File: src/rtl/led_sequencer.sv
// led_sequencer: memory-mapped LED pattern engine with static, blink,
// rotate and bounce modes, stepped by a prescaled tick counter.
module led_sequencer #(
    parameter int unsigned PRESCALE = 50000
) (
    input  logic       clk,
    input  logic       reset,
    input  logic [3:0] slave_address,
    input  logic       slave_write,
    input  logic [7:0] slave_writedata,
    input  logic       slave_read,
    output logic [7:0] slave_readdata,
    output logic [7:0] user_dataout_0
);

    typedef enum logic [1:0] {
        MODE_STATIC = 2'd0,
        MODE_BLINK  = 2'd1,
        MODE_ROTATE = 2'd2,
        MODE_BOUNCE = 2'd3
    } mode_t;

    typedef enum logic {
        DIR_LEFT  = 1'b0,
        DIR_RIGHT = 1'b1
    } dir_t;

    localparam logic [15:0] PS_LAST = 16'(PRESCALE - 1);

    // Register file
    logic [7:0]  r_pattern;
    mode_t       r_mode;
    logic [7:0]  r_period;
    logic        r_enable;

    // Sequencing state
    logic [15:0] r_prescale;
    logic [7:0]  r_stepcnt;
    dir_t        r_dir;
    logic        r_phase;
    logic [7:0]  r_out;
    logic [7:0]  r_readdata;

    // Decode / next-state wires
    logic        w_wr_pattern;
    logic        w_wr_mode;
    logic        w_wr_period;
    logic        w_wr_control;
    logic        w_load;
    logic        w_tick;
    logic        w_step;
    logic [7:0]  w_load_value;
    logic [7:0]  w_read_value;
    logic [7:0]  w_next_out;
    dir_t        w_next_dir;
    logic        w_next_phase;

    // Bus decode, load detection and tick/step qualification
    always_comb begin
        w_wr_pattern = slave_write && (slave_address == 4'd0);
        w_wr_mode    = slave_write && (slave_address == 4'd1);
        w_wr_period  = slave_write && (slave_address == 4'd2);
        w_wr_control = slave_write && (slave_address == 4'd3);
        w_load       = w_wr_pattern || w_wr_mode || w_wr_period ||
                       (w_wr_control && slave_writedata[1]);
        // A pattern written in the same cycle is the value that gets loaded
        w_load_value = w_wr_pattern ? slave_writedata : r_pattern;
        w_tick       = r_enable && (r_prescale == PS_LAST);
        w_step       = w_tick && (r_stepcnt == r_period);
    end

    // Read mux: unmapped addresses and unused bits read as zero
    always_comb begin
        case (slave_address)
            4'd0:    w_read_value = r_pattern;
            4'd1:    w_read_value = {6'b0, r_mode};
            4'd2:    w_read_value = r_period;
            4'd3:    w_read_value = {7'b0, r_enable};
            4'd4:    w_read_value = {6'b0, r_dir, r_enable};
            default: w_read_value = '0;
        endcase
    end

    // Output value produced by one step in the current mode
    always_comb begin
        w_next_out   = r_out;
        w_next_dir   = r_dir;
        w_next_phase = r_phase;
        case (r_mode)
            MODE_STATIC: begin
                w_next_out = r_out;
            end
            MODE_BLINK: begin
                w_next_out   = r_phase ? 8'h00 : r_pattern;
                w_next_phase = ~r_phase;
            end
            MODE_ROTATE: begin
                w_next_out = {r_out[6:0], r_out[7]};
            end
            MODE_BOUNCE: begin
                if ((r_dir == DIR_LEFT) && r_out[7]) begin
                    w_next_dir = DIR_RIGHT;
                    w_next_out = {1'b0, r_out[7:1]};
                end else if ((r_dir == DIR_RIGHT) && r_out[0]) begin
                    w_next_dir = DIR_LEFT;
                    w_next_out = {r_out[6:0], 1'b0};
                end else if (r_dir == DIR_LEFT) begin
                    w_next_out = {r_out[6:0], 1'b0};
                end else begin
                    w_next_out = {1'b0, r_out[7:1]};
                end
            end
            default: begin
                w_next_out = r_out;
            end
        endcase
    end

    // Software-visible configuration registers
    always_ff @(posedge clk or posedge reset) begin
        if (reset) begin
            r_pattern <= '0;
            r_mode    <= MODE_STATIC;
            r_period  <= '0;
            r_enable  <= 1'b0;
        end else begin
            if (w_wr_pattern) r_pattern <= slave_writedata;
            if (w_wr_mode)    r_mode    <= mode_t'(slave_writedata[1:0]);
            if (w_wr_period)  r_period  <= slave_writedata;
            if (w_wr_control) r_enable  <= slave_writedata[0];
        end
    end

    // Prescaler and step counter; frozen while disabled, cleared on load
    always_ff @(posedge clk or posedge reset) begin
        if (reset) begin
            r_prescale <= '0;
            r_stepcnt  <= '0;
        end else if (w_load) begin
            r_prescale <= '0;
            r_stepcnt  <= '0;
        end else if (r_enable) begin
            r_prescale <= w_tick ? 16'd0 : r_prescale + 16'd1;
            if (w_tick) begin
                r_stepcnt <= w_step ? 8'd0 : r_stepcnt + 8'd1;
            end
        end
    end

    // LED output, bounce direction and blink phase; a load overrides a step
    always_ff @(posedge clk or posedge reset) begin
        if (reset) begin
            r_out   <= '0;
            r_dir   <= DIR_LEFT;
            r_phase <= 1'b1;
        end else if (w_load) begin
            r_out   <= w_load_value;
            r_dir   <= DIR_LEFT;
            r_phase <= 1'b1;
        end else if (w_step) begin
            r_out   <= w_next_out;
            r_dir   <= w_next_dir;
            r_phase <= w_next_phase;
        end
    end

    // Registered read data, captured from pre-write register values
    always_ff @(posedge clk or posedge reset) begin
        if (reset) begin
            r_readdata <= '0;
        end else if (slave_read) begin
            r_readdata <= w_read_value;
        end
    end

    assign slave_readdata = r_readdata;
    assign user_dataout_0 = r_out;

endmodule

File: config.mk
export PLATFORM = sky130hd
export DESIGN_NAME = led_sequencer
export DESIGN_NICKNAME = d
export VERILOG_FILES = /design/src/rtl/led_sequencer.sv
export SDC_FILE = /design/constraint.sdc
export NUM_CORES = 1
export LEC_CHECK = 0
export ABC_AREA = 1
export ABC_CLOCK_PERIOD_IN_PS = 2300
export CORE_UTILIZATION = 54
export CTS_BUF_LIST = sky130_fd_sc_hd__clkbuf_4 sky130_fd_sc_hd__clkbuf_8
export DETAILED_ROUTE_END_ITERATION = 10
export PLACE_DENSITY = 0.85
export SETUP_SLACK_MARGIN = 0.5
export SYNTH_ARGS = -nofsm -noshare
export SYNTH_HDL_FRONTEND = slang
export SYNTH_SLANG_ARGS = --single-unit
File: constraint.sdc
create_clock -name clk -period 2.3 [get_ports clk]
set_input_delay 0.46 -clock clk [delete_from_list [all_inputs] [get_ports clk]]
set_output_delay 0.46 -clock clk [all_outputs]
set_load 0.01 [all_outputs]
Word-level counts from Yosys, hierarchy flattened. Cells that the tools add are included.

Reductions and logical operators: 24. Muxes and demuxes: 24. Equal/unequal tests: 10. Add/subtract/negate cells: 2. Bitwise gates (word level): 2.

Operator list (number): $mux 8 (11); $mux 16 (3); $pmux 8 s5 (1); $pmux 8 s3 (1); $add 16x1->16 const B (1); $eq 16x16->1 const B (1); $reduce_bool 2->1 (5); $logic_and 1x1->1 (9); $add 8x1->8 const B (1); $eq 4x2->1 const B (2); $eq 8x8->1 (1); $mux 1 (8); $reduce_and 2->1 (3); $eq 2x2->1 const B (2); $eq 4x1->1 const B (1); $eq 4x3->1 const B (1); $logic_not 4->1 (1); $logic_or 1x1->1 (3); $reduce_and 3->1 (1); $reduce_bool 3->1 (1); $eq 2x1->1 const B (1); $logic_not 2->1 (1); $ne 2x2->1 const B (1); $not 1->1 (2).

Logic and storage cells: 72. Output and inout port bits: 16. Input port bits: 16. Flip-flop bits (word level): 61.

Longest topological paths before layout. Gate-level depths: netlist of the first run.

Word-level depth: 7. Depth in mapped cells: 12. Gate-level depth less buffers: 12.

Least setup slack after synthesis of the first run. Ideal clock, no wire load.

Path kind: register to register. From: reg r_prescale[0]. To: reg r_out[7], in the netlist user_dataout_0[7]. Library setup time: 117 ps. Path buffers: 0. Required time: 2183 ps. Arrival: 1424 ps. Stages on the path, launching flop included: 13. Period minus slack after synthesis: 1541 ps. Path slack: 759 ps. Path through: dfrtp_1 > ha_1 > nand2_1 > inv_1 > nand2_1 > nor2_2 > nand2_2 > nor2_8 > nand2_8 > nand2_8 > nand2_4 > nand2_1 > nand2_1.

Word-level cells in the longest chain between the ends: 5.

RTL lines: start: declaration (RTL line 37) `logic [15:0] r_prescale;`; start signal: assignment (RTL line 143) `r_prescale <= w_tick ? 16'd0 : r_prescale + 16'd1;`; $eq 16x16->1 (RTL line 68) `w_tick = r_enable && (r_prescale == PS_LAST);`; $logic_and 1x1->1 (RTL line 68); $logic_and 1x1->1 (RTL line 69) `w_step = w_tick && (r_stepcnt == r_period);`; $reduce_bool 2->1 (no source line); $reduce_and 2->1 (no source line); end signal: assignment (RTL line 157) `r_out <= w_load_value;`; end signal: assignment (RTL line 161) `r_out <= w_next_out;`; end: declaration (RTL line 41) `logic [7:0] r_out;`.

No other way between the ends. A chain may end at the register's enable or synchronous reset.

Final worst setup path of the first run.
From: reg r_out[2], in the netlist user_dataout_0[2]. To: out user_dataout_0[2].

RTL lines: end: declaration (RTL line 13) `output logic [7:0] user_dataout_0`.

No word-level cell between the ends.

==> reports/results.tsv, run 1 <==
stage	metric	value	unit
clock_network	Clock Latency Late Sink	0.35	ns
timing	clk_skew	0.007615	ns
timing	slew at the pin closest to its max-slew limit	0.5570	ns
global_route	All-Layer GR Usage	27.87	%
routing	DR vias/cell	5.601	
clock_network	Reg clk slew, reported paths	0.07	ns
power_and_ir_drop	Max VDD drop	0.0004484	V
clock_network	H-tree levels	3	
place	Placed Cells incl. Taps	656	
logic_synthesis	Unique masters post-synth	34	
power_and_ir_drop	Psw	0.001116	W
floorplan	die height	86.45	um
place	DPL Wire Length	7005	um
timing	worst relative slew slack	62.58	%
worst_setup_path	Worst path top cell family by delay	buffers and inverters	
global_route	antenna violations before repair	0	
global_route	vias in the first global route	3491	
job	max_cap viols	0	
floorplan	area of the die	0.007474	mm2
logic_synthesis	ys async rst share	100.0	%
worst_setup_path	Critical Path Max Stage Delay	0.57	ns
power_and_ir_drop	Flop pwr share	42.5	%
global_route	total gr overflow	0	
worst_setup_path	crit path cell chain	clkdlybuf4s50_1	
routing	Post-route DRC	0	
timing	Fin. Hold Viols	0	
routing	DR WL/cell	14.90	um
timing	Final Critical Period	1.790	ns
logic_synthesis	#FFs+latches synth	61	
logic_synthesis	post-synthesis mux area share	1.754	%
min_path	Worst Hold Class	flop to flop	
clock_network	CTS max path bufs	2	
logic_synthesis	main combinational cell family by area after synthesis	simple AND/OR/NAND/NOR gates	
finish	antenna cells	0	
floorplan	row cnt	30	
power_and_ir_drop	Logic pwr share	25.7	%
power_and_ir_drop	clock share of power	31.8	%
run_status	status	finished, final reports clean	
worst_setup_path	CP max stage cell	clkdlybuf4s50_1	
timing	RSZ-0062 raised after global routing	true	
logic_synthesis	xor/xnor share of the synthesized area	1.592	%
timing	f_max	558.5	MHz
routing	Routed WL	10310	um
timing	Slew Limit Fails	0	
finish	Finished Layout Cells	692	
floorplan	Starting Density	56.37	%
routing	Pre-antenna DRT Iters	5	
finish	final core utilization	68.85	%
routing	DR iter-0 viols	345	
worst_setup_path	Worst setup EP type	output pin	
timing	final setup violation count	0	
global_route	largest net degree at the start of global routing	26	
clock_network	CTS tree	built	
global_route	first-pass GRT wire length	16130	um
logic_synthesis	Post-Syn Instances	534	
floorplan	Die Width	86.45	um
clock_network	root buf cell	clkbuf_8	
worst_setup_path	CP Launch Type	flop	
clock_network	CTS buffer count	9	
floorplan	core box area	0.006832	mm2
finish	# nets final	609	
logic_synthesis	Post-synth EDFFs	0	
logic_synthesis	YS warnings	0	
logic_synthesis	Synth Flop Type	dfrtp_1	
power_and_ir_drop	Pint	0.002192	W
logic_synthesis	sequential share of the synthesized area	39.67	%
logic_synthesis	Post-Syn Nets	552	
power_and_ir_drop	switching fraction of total power	33.73	%
floorplan	IO Pins	32	
clock_network	clock sinks	61	
routing	Post-DRT Antenna Nets	0	
routing	Vias	3876	
place	Placer Congestion	0.9350	
finish	Area Overhead vs Synth	22.12	%
logic_synthesis	compound-cell area share of the yosys netlist	7.862	%
worst_setup_path	critical path class	flop to output pin	
logic_synthesis	Simple-Gate Fraction of Synth Area	39.05	%
power_and_ir_drop	power density cells	703.3	mW/mm2
worst_setup_path	Bufs and invs on worst path	1	
worst_setup_path	Crit path required time	1.84	ns
worst_setup_path	CP Data Arrival Time	1.33	ns
power_and_ir_drop	leak pwr	2.444	nW
logic_synthesis	Mapped Area	0.003851	mm2
logic_synthesis	mean area per synthesized cell	7.212	um2
timing	Post-Route Setup TNS	0	ns
logic_synthesis	Synth Area in Adders	0.6498	%
finish	share of post-route cells with drive strength above 1	14.93	%
worst_setup_path	Critical Path Fanout Max	4	
timing	post-route clock period utilization	77.84	%
place	IO buf count	31	
-- timing repair --
item / in CTS / in global routing
pin swaps: 3 / 9
hold buffers: 0 / 0
resized for setup: 8 / 11
setup endpoints to repair: 25 / 44
cloned: 0 / 2
setup buffers: 4 / 14
-- per-stage QoR --
stage               instance area [um2]  total power [W]  hold WS, ns  setup slack (ns)
finish                             4703         0.003308       0.4996            0.5096
detailed placement                 4274         0.002146       0.4912           0.07896
floorplan                          3855         0.001872       0.4688            0.7585
global placement                   4274         0.002117       0.4784            0.1430
global route                       4703         0.003454       0.5313            0.4829
CTS                                4541         0.003212       0.5028            0.5027
-- cells in the mapped netlist, types with 4 or more instances --
cell type,instances,area (um2)
inv_1,66,247.7
xor2_1,7,61.31
buf_2,4,20.02
nor2_1,51,191.4
a21oi_1,16,80.08
nand2_1,181,679.4
nor3_1,8,40.04
buf_6,4,45.04
nor2_2,5,31.28
o21ai_2,6,52.55
mux2_2,6,67.56
dfrtp_1,60,1501
o21ai_0,20,100.1
nand2_2,4,25.02
nand4_1,21,131.4
o22ai_1,6,37.54
nand3_1,40,200.2
-- sequential cells by signal, summed over array words and instances (netlist names) --
signal	cells
slave_readdata	8
r_enable	1
user_dataout_0	8
r_dir	1
r_prescale	16
r_phase	1
r_mode	2
r_period	8
r_stepcnt	8
r_pattern	8
-- placed cells by master, fill, tap and decap left out, drive strengths merged, types with 3 or more instances in the layout --
cell type	netlist	final
a21oi	16	16
buf	10	25
clkbuf	2	9
clkdlybuf4s50	0	25
clkinv	1	4
clkinvlp	0	3
dfrtp	60	60
dlygate4sd2	0	3
dlymetal6s2s	0	3
inv	70	69
mux2	6	6
nand2	191	191
nand3	41	42
nand4	21	21
nor2	62	63
nor3	8	8
o21ai	27	27
o22ai	6	6
xor2	7	7
-- per-layer routing --
| layer | vias up | share of wire, % | GRT usage [%] |
|---|---|---|---|
| met3 | 35 | 8.4 | 6.762 |
| li1 | 1827 | - | - |
| met4 | 0 | 2.5 | 9.848 |
| met2 | 192 | 49 | 46.83 |
| met1 | 1822 | 40 | 35.09 |
| met5 | - | 0 | 0 |
-- logic make-up (layout without fill, tap and decap cells) --
family | count (synthesis) | count (layout)
DFF | 61 | 61
muxes | 6 | 6
buffers and inverters | 83 | 143
adders and majority gates | 2 | 2
AOI/OAI and AO/OA | 52 | 52
and+or+nand+nor | 323 | 325
xor gates and xnor gates | 7 | 7
-- cell type report --
cell class,instances,area [um2]
Multi-Input combinational cell,392,2027
Inverter,71,282.8
Tap cell,96,120.1
Clock buffer,9,123.9
Sequential cell,61,1529
Fill cell,554,2128
Timing Repair Buffer,56,530.5
Clock inverter,7,90.09
-- power by group through the flow --
stage	logic, W	registers, W	clock network [W]
floorplan	0.000494	0.00138	0
global placement	0.000700	0.00142	0
detailed placement	0.000722	0.00142	0
CTS	0.000751	0.00140	0.00106
global route	0.000927	0.00142	0.00110
finish	0.000850	0.00141	0.00105
-- path summary, 6_finish.rpt --
kind / startpoint / endpoint / slack (ns) / cells past startpoint
worst max-delay path: user_dataout_0[2] / user_dataout_0[2] / 0.51 / 1
worst min-delay path: r_phase / r_phase / 0.50 / 2
worst max register to register: r_prescale[0] / r_stepcnt[1] / 0.60 / 9
worst min register to register: r_phase / r_phase / 0.50 / 2
max in group asynchronous: reset / r_period[0] / 1.30 / 3
min in group asynchronous: reset / r_pattern[6] / 0.53 / 2
No activity file was read; power rests on OpenSTA's default activity.
==> inputs of run 2 (changes only) <==
--- a/config.mk
+++ b/config.mk
@@ -6,11 +6,11 @@
 export NUM_CORES = 1
 export LEC_CHECK = 0
 export ABC_AREA = 1
-export ABC_CLOCK_PERIOD_IN_PS = 2300
+export ABC_CLOCK_PERIOD_IN_PS = 1600
 export CORE_UTILIZATION = 54
 export CTS_BUF_LIST = sky130_fd_sc_hd__clkbuf_4 sky130_fd_sc_hd__clkbuf_8
 export DETAILED_ROUTE_END_ITERATION = 10
-export PLACE_DENSITY = 0.85
+export PLACE_DENSITY = 0.88
 export SETUP_SLACK_MARGIN = 0.5
 export SYNTH_ARGS = -nofsm -noshare
 export SYNTH_HDL_FRONTEND = slang
==> constraint.sdc (replaced) <==
create_clock -name clk -period 1.6 [get_ports clk]
set_input_delay 0.32 -clock clk [delete_from_list [all_inputs] [get_ports clk]]
set_output_delay 0.32 -clock clk [all_outputs]
set_load 0.01 [all_outputs]
==> run 2 against run 1 <==
  * The flow now finishes with violations (negative setup slack)
  * Combinational power grew 120%
  * Via count grew 22%
  * Cell count grew 8.4%
  * Total power grew 71%
  * Highest routed layer unchanged
==> reports/results.tsv, run 2 (synthesis gave the netlist of run 1 again) <==
stage	metric	value	unit
clock_network	clock sinks	61	
worst_setup_path	Crit path required time	1.85	ns
worst_setup_path	Worst setup EP type	flop	
worst_setup_path	CP Data Arrival Time	2.05	ns
timing	final worst slack	-0.1930	ns
finish	max FFs per register	16	
clock_network	H-tree levels	3	
power_and_ir_drop	Pint	0.003660	W
finish	register area	0.001539	mm2
power_and_ir_drop	Max VDD drop	0.001048	V
global_route	antenna violations before repair	0	
global_route	largest net degree at the start of global routing	62	
power_and_ir_drop	Logic pwr share	33.2	%
job	max_cap viols	0	
power_and_ir_drop	leak pwr	2.811	nW
global_route	first-pass GRT wire length	20720	um
timing	slew at the pin closest to its max-slew limit	0.4562	ns
finish	Final Cell Area	0.005500	mm2
routing	DR iter-0 viols	802	
power_and_ir_drop	Psw	0.001993	W
worst_setup_path	Critical Path Fanout Max	8	
timing	worst relative slew slack	69.58	%
routing	Post-DRT Antenna Nets	0	
power_and_ir_drop	clock share of power	30.9	%
finish	# nets final	668	
timing	final setup violation count	22	
run_status	status	finished with violations	
routing	Post-route DRC	0	
clock_network	Reg clk slew, reported paths	0.07	ns
place	DPL Wire Length	7520	um
min_path	Worst Hold Class	primary input to asynchronous set/reset pin	
power_and_ir_drop	power density cells	1028	mW/mm2
floorplan	core box area	0.006832	mm2
power_and_ir_drop	switching fraction of total power	35.25	%
routing	DR vias/cell	6.287	
floorplan	area of the die	0.007474	mm2
finish	Multi-input gate area	0.002344	mm2
finish	final core utilization	80.51	%
clock_network	CTS max path bufs	2	
floorplan	Starting Density	56.37	%
place	Placer Congestion	0.9386	
routing	Routed WL	15640	um
floorplan	Die Width	86.45	um
clock_network	CTS tree	built	
run_status	failing checks	negative setup slack	
timing	post-route clock period utilization	112.1	%
finish	largest reg by FF count	r_prescale	
clock_network	root buf cell	clkbuf_8	
routing	Pre-antenna DRT Iters	6	
routing	Vias	4715	
global_route	vias in the first global route	4351	
timing	clk_skew	0.008379	ns
place	Setup WS pre-CTS	-0.4147	ns
place	IO buf count	31	
worst_setup_path	CP Launch Type	flop	
timing	Fin. Hold Viols	0	
global_route	total gr overflow	0	
timing	Post-Route Setup TNS	-3.186	ns
timing	Final Critical Period	1.793	ns
finish	commonest cells after routing, fill and taps aside	165 x nand2_1, 60 x buf_4, 59 x inv_1	
clock_network	hold buffer count at cts	0	
clock_network	Clock Latency Late Sink	0.36	ns
finish	antenna cells	0	
worst_setup_path	critical path class	flop to flop	
routing	DR WL/cell	20.85	um
finish	most common cell after layout, fill and taps aside	nand2_1	
timing	Worst Hold Margin	0.3901	ns
power_and_ir_drop	Flop pwr share	35.9	%
global_route	All-Layer GR Usage	36.59	%
floorplan	IO Pins	32	
place	Area after DPL	0.004544	mm2
finish	share of post-route cells with drive strength above 1	34.71	%
timing	RSZ-0062 raised after global routing	true	
clock_network	CTS buffer count	9	
timing	f_max	557.7	MHz
floorplan	die height	86.45	um
timing	Slew Limit Fails	0	
floorplan	row cnt	30	
finish	Area Overhead vs Synth	42.82	%
finish	Filler Cells Inserted	369	
[run 2: cell types whose count changed in the layout (fill, tap and decap cells not counted), moves of 13 or more]
cell | before | now
buf_2 | 0 | 13
clkdlybuf4s50_1 | 25 | 8
buf_4 | 22 | 60
nand2_1 | 179 | 165
nor2_1 | 51 | 37
buf_6 | 1 | 22
[run 2: repair_timing]
item	4_1_cts	5_1_grt
resized for setup	139	65
setup buffers	28	10
pin swaps	19	20
cloned	6	1
endpoints found under the setup margin	77	64
[run 2: stage by stage]
step / instances / total power [W]
6_report: 750 / 0.005653
4_1_cts: 739 / 0.005244
3_3_place_gp: 690 / 0.003146
2_1_floorplan: 534 / 0.002705
3_5_place_dp: 690 / 0.003206
5_1_grt: 750 / 0.005818
[run 2: critical path, cell delays in order, from the launching register on]
cell,delay (ns)
dfrtp_1,0.48
inv_2,0.07
nand2_1,0.08
nand2_1,0.08
nor2_1,0.15
nand2_1,0.17
nor2_8,0.19
nand2_8,0.11
nand2_8,0.13
nand2_8,0.08
nand2_1,0.07
nand2_1,0.05
[run 2: power groups by stage]
stage	sequential (W)	combinational [W]	clock, W
2_1_floorplan	0.00198	0.000722	0
3_3_place_gp	0.00201	0.00114	0
3_5_place_dp	0.00201	0.00119	0
4_1_cts	0.00198	0.00153	0.00174
5_1_grt	0.00204	0.00195	0.00183
6_report	0.00203	0.00188	0.00175
[run 2: routing by layer]
layer	vias to the layer above	routed length, um	global-route usage (%)
met5	-	0	0
met4	0	1333	22.12
met3	172	1953	8.667
met2	466	7175	60.68
met1	2132	5172	43.16
li1	1945	-	-
[run 2: cell type report]
type | instances | area share [%]
Timing Repair Buffer | 110 | 17.20
Clock buffer | 11 | 2.752
Inverter | 71 | 5.323
Tap cell | 96 | 2.184
Timing Repair inverter | 2 | 0.2275
Multi-Input combinational cell | 395 | 42.61
Clock inverter | 4 | 1.729
Sequential cell | 61 | 27.98
[run 2: worst paths after layout]
check                      depth (start not counted)           endpoint              start  slack, ns
max reg2reg                                       11  user_dataout_0[1]       r_stepcnt[4]      -0.19
min                                                3      r_prescale[0]              reset       0.39
max in group asynchronous                          3            r_phase              reset       0.89
min in group clk                                   4          r_mode[1]   slave_address[1]       0.44
max                                               11  user_dataout_0[1]       r_stepcnt[4]      -0.19
min reg2reg                                        1  slave_readdata[4]  slave_readdata[4]       0.51
==> inputs of run 3 (changes only) <==
--- a/config.mk
+++ b/config.mk
@@ -10,7 +10,7 @@
 export CORE_UTILIZATION = 54
 export CTS_BUF_LIST = sky130_fd_sc_hd__clkbuf_4 sky130_fd_sc_hd__clkbuf_8
 export DETAILED_ROUTE_END_ITERATION = 10
-export PLACE_DENSITY = 0.88
+export PLACE_DENSITY_LB_ADDON = 0.15
 export SETUP_SLACK_MARGIN = 0.5
 export SYNTH_ARGS = -nofsm -noshare
 export SYNTH_HDL_FRONTEND = slang
==> run 3 against run 2 <==
  * Core utilization down 1.9 points
  * The flow now finishes without violations
  * Die area unchanged
  * Largest cell class unchanged
  * Sequential share of layout area up 0.62 points
  * Sequential power down 2%
  * Clock power about the same
  * Largest power group unchanged
  * Critical path depth up 1
  * Routed wire length down 27%
==> reports/results.tsv, run 3 (synthesis gave the netlist of run 1 again) <==
stage	metric	value	unit
min_path	Worst Hold Class	primary input to flop	
clock_network	CTS tree	built	
floorplan	Die Width	86.45	um
global_route	vias in the first global route	3736	
routing	Post-route DRC	0	
floorplan	area of the die	0.007474	mm2
global_route	total gr overflow	0	
finish	share of post-route cells with drive strength above 1	33.59	%
place	Placer Congestion	0.9373	
routing	Routed WL	11480	um
finish	most common cell after layout, fill and taps aside	nand2_1	
routing	DR iter-0 viols	235	
place	Placed Cells incl. Taps	692	
floorplan	die height	86.45	um
routing	DR vias/cell	5.457	
timing	clk_skew	0.009264	ns
timing	post-route clock period utilization	99.94	%
finish	commonest cells after routing, fill and taps aside	168 x nand2_1, 58 x buf_4, 55 x inv_1	
finish	antenna cells	0	
power_and_ir_drop	leak pwr	2.781	nW
place	DPL Wire Length	7459	um
run_status	status	finished, final reports clean	
finish	largest reg by FF count	r_prescale	
global_route	largest net degree at the start of global routing	44	
timing	Slew Limit Fails	0	
worst_setup_path	reg2reg start	r_prescale[0]	
power_and_ir_drop	Psw	0.001748	W
worst_setup_path	FF-to-FF setup slack	0.001	ns
routing	Vias	4049	
global_route	first-pass GRT wire length	17150	um
global_route	grt peak-use layer	met2	
floorplan	core box area	0.006832	mm2
global_route	M2 GR Usage	49.21	%
global_route	M1 GR Usage	38.46	%
timing	Final Critical Period	1.599	ns
power_and_ir_drop	Logic pwr share	30.3	%
global_route	All-Layer GR Usage	29.75	%
timing	f_max	625.4	MHz
power_and_ir_drop	power density cells	994.0	mW/mm2
timing	RSZ-0062 raised after global routing	true	
timing	final setup violation count	0	
power_and_ir_drop	clock share of power	32.4	%
routing	Post-DRT Antenna Nets	0	
job	max_cap viols	0	
clock_network	Reg clk slew, reported paths	0.07	ns
routing	Pre-antenna DRT Iters	6	
finish	Filler Cells Inserted	464	
finish	Final Cell Area	0.005371	mm2
worst_setup_path	critical path class	flop to flop	
timing	worst relative slew slack	69.83	%
finish	max FFs per register	16	
place	IO buf count	31	
power_and_ir_drop	Pint	0.003591	W
clock_network	CTS max path bufs	2	
finish	Finished Layout Cells	742	
place	Area after DPL	0.004572	mm2
finish	Area Overhead vs Synth	39.47	%
power_and_ir_drop	Max VDD drop	0.0005621	V
worst_setup_path	Worst setup EP type	flop	
clock_network	CTS buffer count	9	
timing	slew at the pin closest to its max-slew limit	0.4526	ns
worst_setup_path	CP Launch Type	flop	
worst_setup_path	cells on worst reg2reg path	12	
floorplan	IO Pins	32	
clock_network	Clock Latency Late Sink	0.34	ns
floorplan	row cnt	30	
worst_setup_path	Reg-to-Reg End	user_dataout_0[1]	
clock_network	clock sinks	61	
clock_network	H-tree levels	3	
clock_network	root buf cell	clkbuf_8	
worst_setup_path	CP Data Arrival Time	1.88	ns
power_and_ir_drop	switching fraction of total power	32.75	%
floorplan	Starting Density	56.37	%
worst_setup_path	Critical Path Fanout Max	10	
global_route	antenna violations before repair	0	
timing	Fin. Hold Viols	0	
finish	# nets final	659	
worst_setup_path	Critical Path Source	r_prescale[0]	
global_route	grt met3 use	5.905	%
power_and_ir_drop	Flop pwr share	37.3	%
worst_setup_path	crit path capture	user_dataout_0[1]	
routing	DR WL/cell	15.47	um
worst_setup_path	Crit path required time	1.88	ns
[run 3: cell types whose count changed in the layout (fill, tap and decap cells not counted), sizes merged]
cell,previous run,this run
inv,69,68
buf,99,95
clkbuf,11,12
nand2,195,192
nor2,63,62
[run 3: metrics by stage]
| stage | setup WS (ns) | util, % | power, W | hold slack (ns) | setup TNS (ns) |
|---|---|---|---|---|---|
| finish | 0.001005 | 78.63 | 0.005339 | 0.3537 | 0 |
| global route | -0.07471 | 78.63 | 0.005565 | 0.3954 | -1.212 |
| CTS | 0.02306 | 73.48 | 0.005067 | 0.3937 | 0 |
| detailed placement | -0.3526 | 66.92 | 0.003211 | 0.4953 | -14.70 |
| global placement | -0.3036 | 66.92 | 0.003176 | 0.4798 | -12.00 |
| floorplan | 0.07009 | - | 0.002705 | 0.4319 | 0 |
[run 3: how the worst min path moves through the flow]
stage / from / slack, ns / end / depth (start not counted)
2_1_floorplan: reset / 0.43 / r_dir / 1
3_3_place_gp: r_phase / 0.48 / r_phase / 2
3_5_place_dp: slave_readdata[6] / 0.50 / slave_readdata[6] / 1
4_1_cts: reset / 0.39 / r_stepcnt[6] / 3
5_1_grt: reset / 0.40 / r_stepcnt[7] / 3
6_report: slave_address[1] / 0.35 / r_mode[1] / 4
[run 3: power by group through the flow]
stage                     registers, W  clock network, W  logic (W)
after floorplan                0.00198                 0   0.000722
after global placement         0.00200                 0    0.00117
after detailed placement       0.00201                 0    0.00120
after CTS                      0.00197           0.00174    0.00136
after global routing           0.00202           0.00181    0.00174
final                          0.00199           0.00173    0.00162
[run 3: area by class of cell]
| class | instances | area (um2) | area share, % |
|---|---|---|---|
| repair buffers | 106 | 899.6 | 16.75 |
| clock inverters | 4 | 95.09 | 1.770 |
| clock buffers | 12 | 152.6 | 2.842 |
| inverters | 71 | 292.8 | 5.451 |
| flip-flops and latches | 61 | 1536 | 28.60 |
| repair inverters | 1 | 6.256 | 0.1165 |
| well taps | 96 | 120.1 | 2.236 |
| multi-input cells | 391 | 2268 | 42.23 |
[run 3: worst max-delay path, cell delays in order, from the launching register on]
cell	delay, ns
dfrtp_1	0.40
ha_4	0.17
nand2_4	0.07
inv_2	0.06
nand2_1	0.05
nor2_2	0.11
nand2_2	0.10
nor2_8	0.14
nand2_8	0.07
nand2_8	0.10
buf_4	0.12
nand3_1	0.07
nand2_1	0.07
[run 3: repair_timing]
action                     4_1_cts  5_1_grt
cloned                           1        1
hold buffers                     0        0
buffers inserted                23        9
setup endpoints to repair       77       66
gates resized for setup        117       82
pin swaps                       10       19
[run 3: per-layer routing]
metal | routed length, um | vias up
li1 | - | 1929
met1 | 4892 | 1892
met2 | 5606 | 186
met3 | 663 | 42
met4 | 318 | 0
met5 | 0 | -
